`config.mk`:
```
export PLATFORM = sky130hd
export DESIGN_NAME = fifo_reader
export DESIGN_NICKNAME = d
export VERILOG_FILES = /design/src/rtl/fifo_pkg.sv /design/src/rtl/fifo_reader_buf.sv /design/src/rtl/fifo_reader.sv
export SDC_FILE = /design/constraint.sdc
export NUM_CORES = 1
export LEC_CHECK = 0
export ABC_AREA = 1
export BUFFER_PORTS_ARGS = -buffer_cell sky130_fd_sc_hd__buf_2
export CORE_MARGIN = 2
export CORE_UTILIZATION = 55
export CTS_CLUSTER_DIAMETER = 120
export DETAILED_ROUTE_END_ITERATION = 16
export PLACE_DENSITY = 0.8
export REMOVE_ABC_BUFFERS = 1
export SLEW_MARGIN = 20
export SYNTH_ARGS = -nofsm -noshare
export SYNTH_HDL_FRONTEND = slang
export SYNTH_SLANG_ARGS = --single-unit
```
`constraint.sdc`:
```
create_clock -name clock -period 3.2 [get_ports clock]
set_clock_uncertainty 0.2 [all_clocks]
set_input_delay 0.16 -clock clock [delete_from_list [all_inputs] [get_ports clock]]
set_output_delay 0.16 -clock clock [all_outputs]
set_load 0.02 [all_outputs]
```
`src/rtl/fifo_pkg.sv`:
```
`default_nettype none
// +----------------------------------------------------------------------+
// | fifo_pkg: word type and sizing helpers shared by the FIFO and reader |
// | Revision: 1.0                                                        |
// +----------------------------------------------------------------------+
package fifo_pkg;

    localparam int FIFO_WIDTH = 32;

    typedef logic [FIFO_WIDTH-1:0] word_t;

    // Counter width for a modulo-n counter; never narrower than one bit.
    function automatic int ctr_width(input int n);
        return (n > 1) ? $clog2(n) : 1;
    endfunction

endpackage
`default_nettype wire

```
`src/rtl/fifo_reader_buf.sv`:
```
`default_nettype none
// +----------------------------------------------------------------------+
// | fifo_reader_buf: two-entry in-order buffer, slot 0 is the head       |
// | Revision: 1.0                                                        |
// +----------------------------------------------------------------------+
module fifo_reader_buf import fifo_pkg::*; #(
    parameter int WIDTH = FIFO_WIDTH
) (
    input  logic             clock,
    input  logic             reset_n,
    input  logic             wr_en,
    input  logic [WIDTH-1:0] wr_data,
    input  logic             pop,
    output logic [1:0]       count,
    output logic [WIDTH-1:0] head_data
);

    logic [WIDTH-1:0] r_slot0;
    logic [WIDTH-1:0] r_slot1;
    logic [1:0]       r_count;

    // The caller guarantees no write into a full buffer and no pop from an empty one.
    always_ff @(posedge clock or negedge reset_n) begin
        if (!reset_n) begin
            r_count <= 2'd0;
            r_slot0 <= '0;
            r_slot1 <= '0;
        end else begin
            if (pop) begin
                if (r_count == 2'd2) begin
                    r_slot0 <= r_slot1;
                    if (wr_en) begin
                        r_slot1 <= wr_data;
                    end
                end else if (wr_en) begin
                    r_slot0 <= wr_data;
                end
            end else if (wr_en) begin
                if (r_count == 2'd0) begin
                    r_slot0 <= wr_data;
                end else begin
                    r_slot1 <= wr_data;
                end
            end
            r_count <= r_count + {1'b0, wr_en} - {1'b0, pop};
        end
    end

    assign count     = r_count;
    assign head_data = r_slot0;

endmodule
`default_nettype wire

```
`src/rtl/fifo_reader.sv`:
```
`default_nettype none
// +----------------------------------------------------------------------+
// | fifo_reader: drains a 1-cycle-latency FIFO into a framed stream      |
// | Revision: 1.0                                                        |
// +----------------------------------------------------------------------+
module fifo_reader import fifo_pkg::*; #(
    parameter int WIDTH = FIFO_WIDTH,
    parameter int BURST = 8
) (
    input  logic             clock,
    input  logic             reset_n,
    input  logic             enable,
    input  logic             fifo_empty,
    output logic             fifo_rd_en,
    input  logic [WIDTH-1:0] fifo_rd_data,
    output logic [WIDTH-1:0] out_data,
    output logic             out_valid,
    output logic             out_last,
    input  logic             out_ready,
    output logic             busy
);

    localparam int                  c_BEAT_W    = ctr_width(BURST);
    localparam logic [c_BEAT_W-1:0] c_BEAT_LAST = c_BEAT_W'(BURST - 1);

    logic                r_inflight;
    logic [c_BEAT_W-1:0] r_beat;
    logic [1:0]          w_count;
    logic [2:0]          w_occ;
    logic                w_pop_out;

    fifo_reader_buf #(
        .WIDTH (WIDTH)
    ) u_buf (
        .clock     (clock),
        .reset_n   (reset_n),
        .wr_en     (r_inflight),
        .wr_data   (fifo_rd_data),
        .pop       (w_pop_out),
        .count     (w_count),
        .head_data (out_data)
    );

    assign out_valid = (w_count != 2'd0);
    assign w_pop_out = out_valid && out_ready;

    // Occupancy after this edge, counting the word already in flight.
    assign w_occ = {1'b0, w_count} + {2'b00, r_inflight} - {2'b00, w_pop_out};

    // reset_n gating keeps the pop request low while the reader is held in reset.
    assign fifo_rd_en = reset_n && enable && !fifo_empty && (w_occ < 3'd2);

    assign out_last = out_valid && (r_beat == c_BEAT_LAST);
    assign busy     = out_valid || r_inflight;

    always_ff @(posedge clock or negedge reset_n) begin
        if (!reset_n) begin
            r_inflight <= 1'b0;
            r_beat     <= '0;
        end else begin
            r_inflight <= fifo_rd_en;
            if (w_pop_out) begin
                r_beat <= (r_beat == c_BEAT_LAST) ? '0 : r_beat + c_BEAT_W'(1);
            end
        end
    end

endmodule
`default_nettype wire

```
==> impl_metrics.ini, run 1 <==
[status]
status = complete, no violations

[logic_synthesis]
syn_area_per_cell_sq_um = 8.271
synth_flop_cell = dfrtp_1
synth_edf_count = 0
synth_largest_area_cell = dfrtp_1
synthTopCellsByArea = dfrtp_1, nand2_1, inv_1
synth_warnings = 0
yosysUniqueCellTypes = 20
synth_top_area_share_pct = 51.28
yosysMostFrequentCell = nand2_1
synth_cells = 413
ys_seq_area_share_pct = 51.28
netlist_area_sq_um = 3416
synthArstFlopShare_pct = 100.0
ys_top_cells_by_count = nand2_1, dfrtp_1, inv_1, nand3_1, o21ai_2
ys_ff_latch = 70

[finish]
num_antenna_cells = 0
area_delta_synth_final_pct = 24.21
n_fill_cell = 470
drive_gt1_share_pct = 24.04
final_core_util_pct = 71.24
instances_no_fill = 595
finalNetCount = 557

[global_routing]
grt.overflow.total = 0
grt_pass1_vias = 2901
grt_usage_pct = 23.18
antenna_found_initial = 0
grt_max_degree = 65
grt_first_pass_wirelength_microns = 12900

[route]
first_pass_iters = 5
antenna_left = 0
drc = 0
via_count = 2917
routedWlPerCell_microns = 12.53
vias_per_cell = 4.903
drt_first_iter_violations = 117
wl_microns = 7455

[floorplan]
rows = 28
coreArea_sq_um = 5956
dieArea_sq_um = 6857
io_pins = 73
die-height_microns = 82.81
die_w_microns = 82.81
start_util_pct = 57.35

[setup_path]
r2r-end = r_inflight$_DFF_PN0_
reg2regPathDepth = 10
critPathMaxFanout = 34
r2r-start = u_buf.count[1]$_DFF_PN0_
required_ns = 2.84
cp-start-kind = flip-flop
rrSetupSlack_ns = 0.34
endpoint_kind = output pin
cp.arrival_ns = 2.57
critPathKind = reg2out

[clock_network]
clkTransAtPathRegs_ns = 0.07
clock-sinks = 70
cts_tree = yes
root_buffer = clkbuf_8
tritoncts.num_buffers = 9
postCtsSetupBuffers = 0
h-tree-depth = 3
clk_latency_ns = 0.34
clk_path_buf_depth = 2

[timing]
whs_ns = 0.09938
setup_viol = 0
worstMarginPinSlew_ns = 0.7632
slew_headroom_pct = 49.08
period_share_pct = 91.43
slew_viol_final = 0
setup_tns_ns = 0
fin_crit_ns = 2.926
fmax_mhz = 341.8
rsz0062_at_grt = no
hold_viol_final = 0

[hold_path]
hp-start = out_ready
whs_path_depth = 4
holdCritPathClass = in2reg
hold_path_end = r_beat[2]$_DFFE_PN0P_

[placed_design]
dp_cells = 545
dp.final_hpwl_microns = 4732
place.port_buffers = 72
gp_congestion = 0.8251

[run]
maxCapViolCount = 0

[power_and_ir_drop]
p_leak_nw = 2.369
p_total_mw = 3.948
power_density_nw_per_um2 = 930.6
ir_worst_vdd_mv = 0.4744
kinds of logic after synthesis:
| family | count (synthesis) | share of synthesized area (%) |
|---|---|---|
| xor+xnor | 1 | 0.2565 |
| compound gates | 40 | 8.461 |
| simple gates | 211 | 25.90 |
| flops | 70 | 51.28 |
| fa+ha+maj | 4 | 1.685 |
| buf+inv | 87 | 12.42 |
through the flow:
stage | setup WS (ns) | instance area (sq um)
2_1_floorplan | 0.7732 | 3251
3_3_place_gp | 0.6280 | 3727
3_5_place_dp | 0.5630 | 3727
4_1_cts | 0.1723 | 4233
5_1_grt | 0.06408 | 4243
6_report | 0.2743 | 4243
state kept, by name (all words and copies together), names as in the netlist:
name and cells:
r_inflight 1, u_buf.count 2, r_beat 3, u_buf.head_data 32, u_buf.r_slot1 32
cell usage in the layout, fill, tap and decap left out:
cell type      synthesis  routed
nand2_1              164     164
buf_2                  6      72
dfrtp_1               70      69
inv_1                 65      65
dlygate4sd3_1          0      35
nand3_1               34      34
o21ai_2               23      23
o21ai_1               11      11
clkbuf_8               0       9
nor2_1                 5       5
inv_2                  4       4
nor2_4                 4       4
o21ai_0                4       4
clkinv_2               0       4
ha_1                   3       3
buf_4                  0       3
nand2_8                0       1
xnor2_1                1       1
or2_2                  1       1
a21oi_1                1       1
nand2_2                1       1
nand2_4                2       1
o21a_1                 1       1
fa_1                   1       1
clkbuf_1               0       1
clkinvlp_4             0       1
dfrtp_2                0       1
routing by layer:
metal	vias to the layer above	part of all wire, %	global-route usage, %	routed length, microns
met4	0	2.3	11.18	170
met2	80	50	38.78	3759
met5	-	0	0	0
met3	16	4.8	4.274	361
li1	1450	-	-	-
met1	1371	42	29.10	3164
repair_timing:
| item | 4_1_cts | 5_1_grt |
|---|---|---|
| endpoints found under the hold margin | 94 | 0 |
| gates resized for setup | 0 | 2 |
| setup endpoints to repair | 0 | 2 |
| hold buffers | 35 | 0 |
layout make-up:
class / count / area (sq um) / share of cell area, %
timing repair buffer: 110 / 733.2 / 17.28
sequential: 70 / 1753 / 41.32
clock inverter: 5 / 27.53 / 0.6488
inverter: 69 / 259.0 / 6.104
tap: 75 / 93.84 / 2.212
clock buffer: 10 / 127.6 / 3.008
multi-input combinational: 256 / 1249 / 29.43
critical path: stages (launching register included):
cell and delay [ns]:
dfrtp_2 0.47, inv_2 0.12, nor2_4 0.06, nand2_8 0.20
o21ai_0 0.14, ha_1 0.21, fa_1 0.47, nor2_1 0.13
nand3_1 0.09, nor2_1 0.15, buf_2 0.18
how the worst max path moves through the flow:
| stage | endpoint | depth (start not counted) | start |
|---|---|---|---|
| floorplan | fifo_rd_en | 9 | u_buf.count[1]$_DFF_PN0_ |
| global placement | fifo_rd_en | 10 | u_buf.count[1]$_DFF_PN0_ |
| detailed placement | fifo_rd_en | 10 | u_buf.count[1]$_DFF_PN0_ |
| CTS | fifo_rd_en | 10 | u_buf.count[1]$_DFF_PN0_ |
| global route | fifo_rd_en | 10 | u_buf.count[1]$_DFF_PN0_ |
| finish | fifo_rd_en | 10 | u_buf.count[1]$_DFF_PN0_ |
power by group:
part | leakage (nW) | internal (mW) | switching (mW) | total [mW]
logic | 1.40 | 0.632 | 1.15 | 1.78
registers | 0.888 | 1.32 | 0.253 | 1.57
clock network | 0.0817 | 0.271 | 0.320 | 0.591
Power figures use the tool's default switching activity.
==> inputs of run 2 (changes only) <==
--- a/config.mk
+++ b/config.mk
@@ -12,6 +12,7 @@
 export CTS_CLUSTER_DIAMETER = 120
 export DETAILED_ROUTE_END_ITERATION = 16
 export PLACE_DENSITY = 0.8
+export RECOVER_POWER = 25
 export REMOVE_ABC_BUFFERS = 1
 export SLEW_MARGIN = 20
 export SYNTH_ARGS = -nofsm -noshare
==> run 2 against run 1 <==
  * The run now ends with capacitance limit, slew limit left
  * Design area shrank 0.53%
  * Routed wire length grew 0.68%
  * Final cell count is the same
  * Worst hold slack gained 0.0032 ns
  * Sequential share of layout area grew 0.22 points
  * Combinational power is essentially flat
  * Critical path depth is the same
  * First-iteration DRC count grew 6.8%
==> impl_metrics.ini, run 2 (synthesis gave the netlist of run 1 again) <==
[status]
status = complete, but fails checks
failed_checks = capacitance limit, slew limit

[setup_path]
required_ns = 2.84
endpoint_kind = output pin
cp-start-kind = flip-flop
cp.arrival_ns = 2.57
critPathMaxFanout = 34
critPathKind = reg2out

[global_routing]
grt_first_pass_wirelength_microns = 12900
grt_pass1_vias = 2901
grt_max_degree = 65
grt_usage_pct = 23.18
antenna_found_initial = 0
grt.overflow.total = 0

[finish]
num_antenna_cells = 0
drive_gt1_share_pct = 20.96
final_core_util_pct = 70.86
finalNetCount = 557
n_fill_cell = 483
finalInstanceArea_sq_um = 4220
area_delta_synth_final_pct = 23.55
final_common_cell = nand2_1
mostFrequentLayoutCells = nand2_1, dfrtp_1, inv_1, buf_2, dlygate4sd3_1
instances_no_fill = 595

[floorplan]
die_w_microns = 82.81
start_util_pct = 57.35
coreArea_sq_um = 5956
die-height_microns = 82.81
io_pins = 73
dieArea_sq_um = 6857
rows = 28

[clock_network]
tritoncts.num_buffers = 9
clkTransAtPathRegs_ns = 0.07
clk_latency_ns = 0.34
clock-sinks = 70
postCtsSetupBuffers = 0
cts_tree = yes
root_buffer = clkbuf_8
clk_path_buf_depth = 2
h-tree-depth = 3

[power_and_ir_drop]
p_leak_nw = 2.317
ir_worst_vdd_mv = 0.4767
p_total_mw = 3.929
power_density_nw_per_um2 = 931.0

[placed_design]
placed_area_sq_um = 3727
place.port_buffers = 72
dp_cells = 545
gp_congestion = 0.8251
dp.final_hpwl_microns = 4732
place_ws_ns = 0.5630

[route]
via_count = 2897
first_pass_iters = 4
drc = 0
antenna_left = 0
routedWlPerCell_microns = 12.62
drt_first_iter_violations = 125
vias_per_cell = 4.869
wl_microns = 7506

[timing]
slew_headroom_pct = -5.516
slew_viol_final = 32
fmax_mhz = 341.1
fin_crit_ns = 2.932
hold_viol_final = 0
period_share_pct = 91.62
setup_viol = 0
setup_ws_ns = 0.2683
rsz0062_at_grt = no
whs_ns = 0.1026
setup_tns_ns = 0
worstMarginPinSlew_ns = 1.583

[run]
maxCapViolCount = 1

[hold_path]
holdCritPathClass = in2reg
-- run 2: cell count changes in the layout (fill, tap and decap cells not counted), sizes merged --
cell,change
buf,-16
clkbuf,+16
-- run 2: final cells by class --
type / count / area [sq um] / area share (%)
timing repair buffer: 110 / 710.7 / 16.84
multi-input combinational: 256 / 1249 / 29.59
clock inverter: 5 / 27.53 / 0.6522
sequential: 70 / 1753 / 41.54
clock buffer: 10 / 127.6 / 3.024
inverter: 69 / 259.0 / 6.137
tap: 75 / 93.84 / 2.224
-- run 2: worst paths after layout --
path	from	to	slack (ns)	cells after the start
worst max-delay path	u_buf.count[1]$_DFF_PN0_	fifo_rd_en	0.27	10
worst min-delay path	out_ready	r_beat[2]$_DFFE_PN0P_	0.10	4
worst max register to register	u_buf.count[1]$_DFF_PN0_	r_inflight$_DFF_PN0_	0.33	10
worst min register to register	u_buf.head_data[28]$_DFFE_PN0P_	u_buf.head_data[28]$_DFFE_PN0P_	0.28	2
max in group asynchronous	reset_n	u_buf.r_slot1[29]$_DFFE_PN0P_	0.71	4
min in group asynchronous	reset_n	r_inflight$_DFF_PN0_	0.81	3
-- run 2: routing by layer --
layer	global-route usage [%]	vias to the layer above	share of wire, %	wire length [microns]
li1	-	1448	-	-
met1	29.10	1369	43	3255
met2	38.78	67	50	3770
met3	4.274	13	4.2	317
met4	11.18	0	2.2	163
met5	0	-	0	0
-- run 2: worst max-delay path: stages (launching register included) --
cell and delay, ns:
dfrtp_2 0.47, inv_2 0.12, nor2_4 0.06, nand2_8 0.20
o21ai_0 0.14, ha_1 0.21, fa_1 0.47, nor2_1 0.13
nand3_1 0.09, nor2_1 0.15, buf_2 0.18
-- run 2: report_power, final --
group          total [mW]  switching (mW)  internal, mW  leakage [nW]
clock               0.590           0.318         0.271        0.0817
sequential           1.58           0.255          1.32         0.888
combinational        1.76            1.15         0.608          1.35
-- run 2: repair_timing --
action / in CTS / in global routing
hold endpoints to repair: 94 / 0
gates resized for setup: 0 / 2
hold buffers: 35 / 0
setup endpoints to repair: 0 / 2
==> inputs of run 3 (changes only) <==
--- a/config.mk
+++ b/config.mk
@@ -11,10 +11,11 @@
 export CORE_UTILIZATION = 55
 export CTS_CLUSTER_DIAMETER = 120
 export DETAILED_ROUTE_END_ITERATION = 16
-export PLACE_DENSITY = 0.8
+export PLACE_DENSITY = 0.81
 export RECOVER_POWER = 25
 export REMOVE_ABC_BUFFERS = 1
 export SLEW_MARGIN = 20
 export SYNTH_ARGS = -nofsm -noshare
 export SYNTH_HDL_FRONTEND = slang
+export SYNTH_HIERARCHICAL = 1
 export SYNTH_SLANG_ARGS = --single-unit
==> run 3 against run 2 <==
  * The flow now finishes without violations
  * Worst setup slack better by 0.013 ns
  * Core utilization is 1.1 points higher
  * Sequential power is essentially flat
  * Via count is 0.97% lower
  * Sequential cell count stayed put
  * First-iteration DRC count rose by 26%
  * Critical endpoint unchanged
  * Largest cell class unchanged
  * Largest power group unchanged
==> impl_metrics.ini, run 3 <==
[route]
via_count = 2869
drc = 0
drt_first_iter_violations = 158
wl_microns = 7171
antenna_left = 0
routedWlPerCell_microns = 11.70
first_pass_iters = 5
vias_per_cell = 4.680

[timing]
setup_tns_ns = 0
slew_viol_final = 0
worstMarginPinSlew_ns = 1.374
rsz0062_at_grt = no
setup_viol = 0
setup_ws_ns = 0.2815
slew_headroom_pct = 8.399
fmax_mhz = 342.6
fin_crit_ns = 2.919
period_share_pct = 91.20
hold_viol_final = 0

[finish]
num_antenna_cells = 0
mostFrequentLayoutCells = nand2_1, inv_1, dfrtp_1, buf_2, dlygate4sd3_1
finalInstanceArea_sq_um = 4238
drive_gt1_share_pct = 15.24
finalNetCount = 576
area_delta_synth_final_pct = 26.66
n_fill_cell = 483
final_common_cell = nand2_1

[floorplan]
dieArea_sq_um = 6723
coreArea_sq_um = 5886
io_pins = 73
die-height_microns = 82.00
rows = 28
die_w_microns = 82.00
start_util_pct = 56.85

[setup_path]
endpoint_kind = output pin
cp.arrival_ns = 2.56
cp-start-kind = flip-flop
critPathKind = reg2out
required_ns = 2.84
critPathMaxFanout = 9

[clock_network]
clk_path_buf_depth = 2
clk_latency_ns = 0.32
clock-sinks = 70
tritoncts.num_buffers = 9
cts_resized = 0
root_buffer = clkbuf_8
cts_hold_buf = 36
h-tree-depth = 3
cts_tree = yes
clkTransAtPathRegs_ns = 0.07
postCtsSetupBuffers = 0

[logic_synthesis]
syn_area_per_cell_sq_um = 7.835
synth_largest_area_cell = dfrtp_1
ys_top_cells_by_count = nand2_1, inv_1, dfrtp_1, nand3_1, o21ai_0
synth_edf_count = 0
netlist_area_sq_um = 3346
synthArstFlopShare_pct = 100.0
ys_ff_latch = 70
synth_warnings = 6
synth_top_area_share_pct = 52.36
yosysUniqueCellTypes = 24
yosysMostFrequentCell = nand2_1
synth_cells = 427
synth_flop_cell = dfrtp_1
synthTopCellsByArea = dfrtp_1, nand2_1, inv_1
ys_seq_area_share_pct = 52.36

[status]
status = complete, no violations

[global_routing]
grt_pass1_vias = 2842
grt_first_pass_wirelength_microns = 12320
grt_max_degree = 65
grt_usage_pct = 24.02
antenna_found_initial = 0
grt.overflow.total = 0

[placed_design]
place.port_buffers = 72
dp.final_hpwl_microns = 4327
place_ws_ns = 0.6785
gp_congestion = 0.7957
placed_area_sq_um = 3724

[run]
maxCapViolCount = 0

[power_and_ir_drop]
p_total_mw = 3.865
p_leak_nw = 2.378
power_density_nw_per_um2 = 912.0
ir_worst_vdd_mv = 0.5039

[hold_path]
holdCritPathClass = reg2reg
==> run 3: cells by family after synthesis <==
kind of cell / share of synthesized area, %
buf+inv: 11.89
xor+xnor: 0.5237
compound gates: 5.684
fa+ha+maj: 2.468
simple gates: 27.08
flops: 52.36
==> run 3: final timing paths <==
check	from	end	slack [ns]	depth (start not counted)
worst min register to register	u_buf/head_data[18]$_DFFE_PN0P_	u_buf/head_data[18]$_DFFE_PN0P_	0.28	2
max in group asynchronous	reset_n	u_buf/r_slot1[12]$_DFFE_PN0P_	1.06	3
worst max-delay path	u_buf/count[1]$_DFF_PN0_	fifo_rd_en	0.28	9
min in group asynchronous	reset_n	u_buf/head_data[0]$_DFFE_PN0P_	0.47	2
worst max register to register	u_buf/count[1]$_DFF_PN0_	r_inflight$_DFF_PN0_	0.33	9
worst min-delay path	u_buf/head_data[18]$_DFFE_PN0P_	u_buf/head_data[18]$_DFFE_PN0P_	0.28	2
==> run 3: cell type report <==
class	instances	area, sq um	area share [%]
timing repair buffer	113	733.2	17.30
multi-input combinational	264	1196	28.23
tap	75	93.84	2.214
sequential	70	1752	41.33
clock buffer	11	131.4	3.100
clock inverter	5	50.05	1.181
inverter	75	281.5	6.643
==> run 3: critical path, stage by stage (launching register included) <==
cell and delay, ns:
dfrtp_1 0.51, o21ai_2 0.25, inv_1 0.14, ha_1 0.29, inv_1 0.05, nand2_1 0.06
fa_1 0.49, nand4_1 0.09, nor2_1 0.17, buf_2 0.18
==> run 3: metal layers <==
| layer | global-route usage (%) | wire (microns) | up-vias |
|---|---|---|---|
| li1 | - | - | 1488 |
| met1 | 29.87 | 3260 | 1309 |
| met2 | 41.30 | 3586 | 70 |
| met3 | 4.176 | 298 | 2 |
| met4 | 10.00 | 25 | 0 |
| met5 | 0 | 0 | - |
==> run 3: power by group <==
group	internal (mW)	total (mW)	switching (mW)	leakage [nW]
Sequential	1.32	1.58	0.258	0.884
Clock	0.355	0.666	0.311	0.0968
Combinational	0.554	1.62	1.07	1.40
==> run 3: through the flow <==
step / hold slack (ns) / utilization, % / instances
final: 0.2782 / 72.00 / 613
after global routing: 0.3005 / 72.00 / 613
after CTS: 0.06529 / 72.47 / 613
after detailed placement: -0.1118 / 63.27 / 561
after global placement: -0.1164 / 63.27 / 561
after floorplan: -0.3356 / - / 409
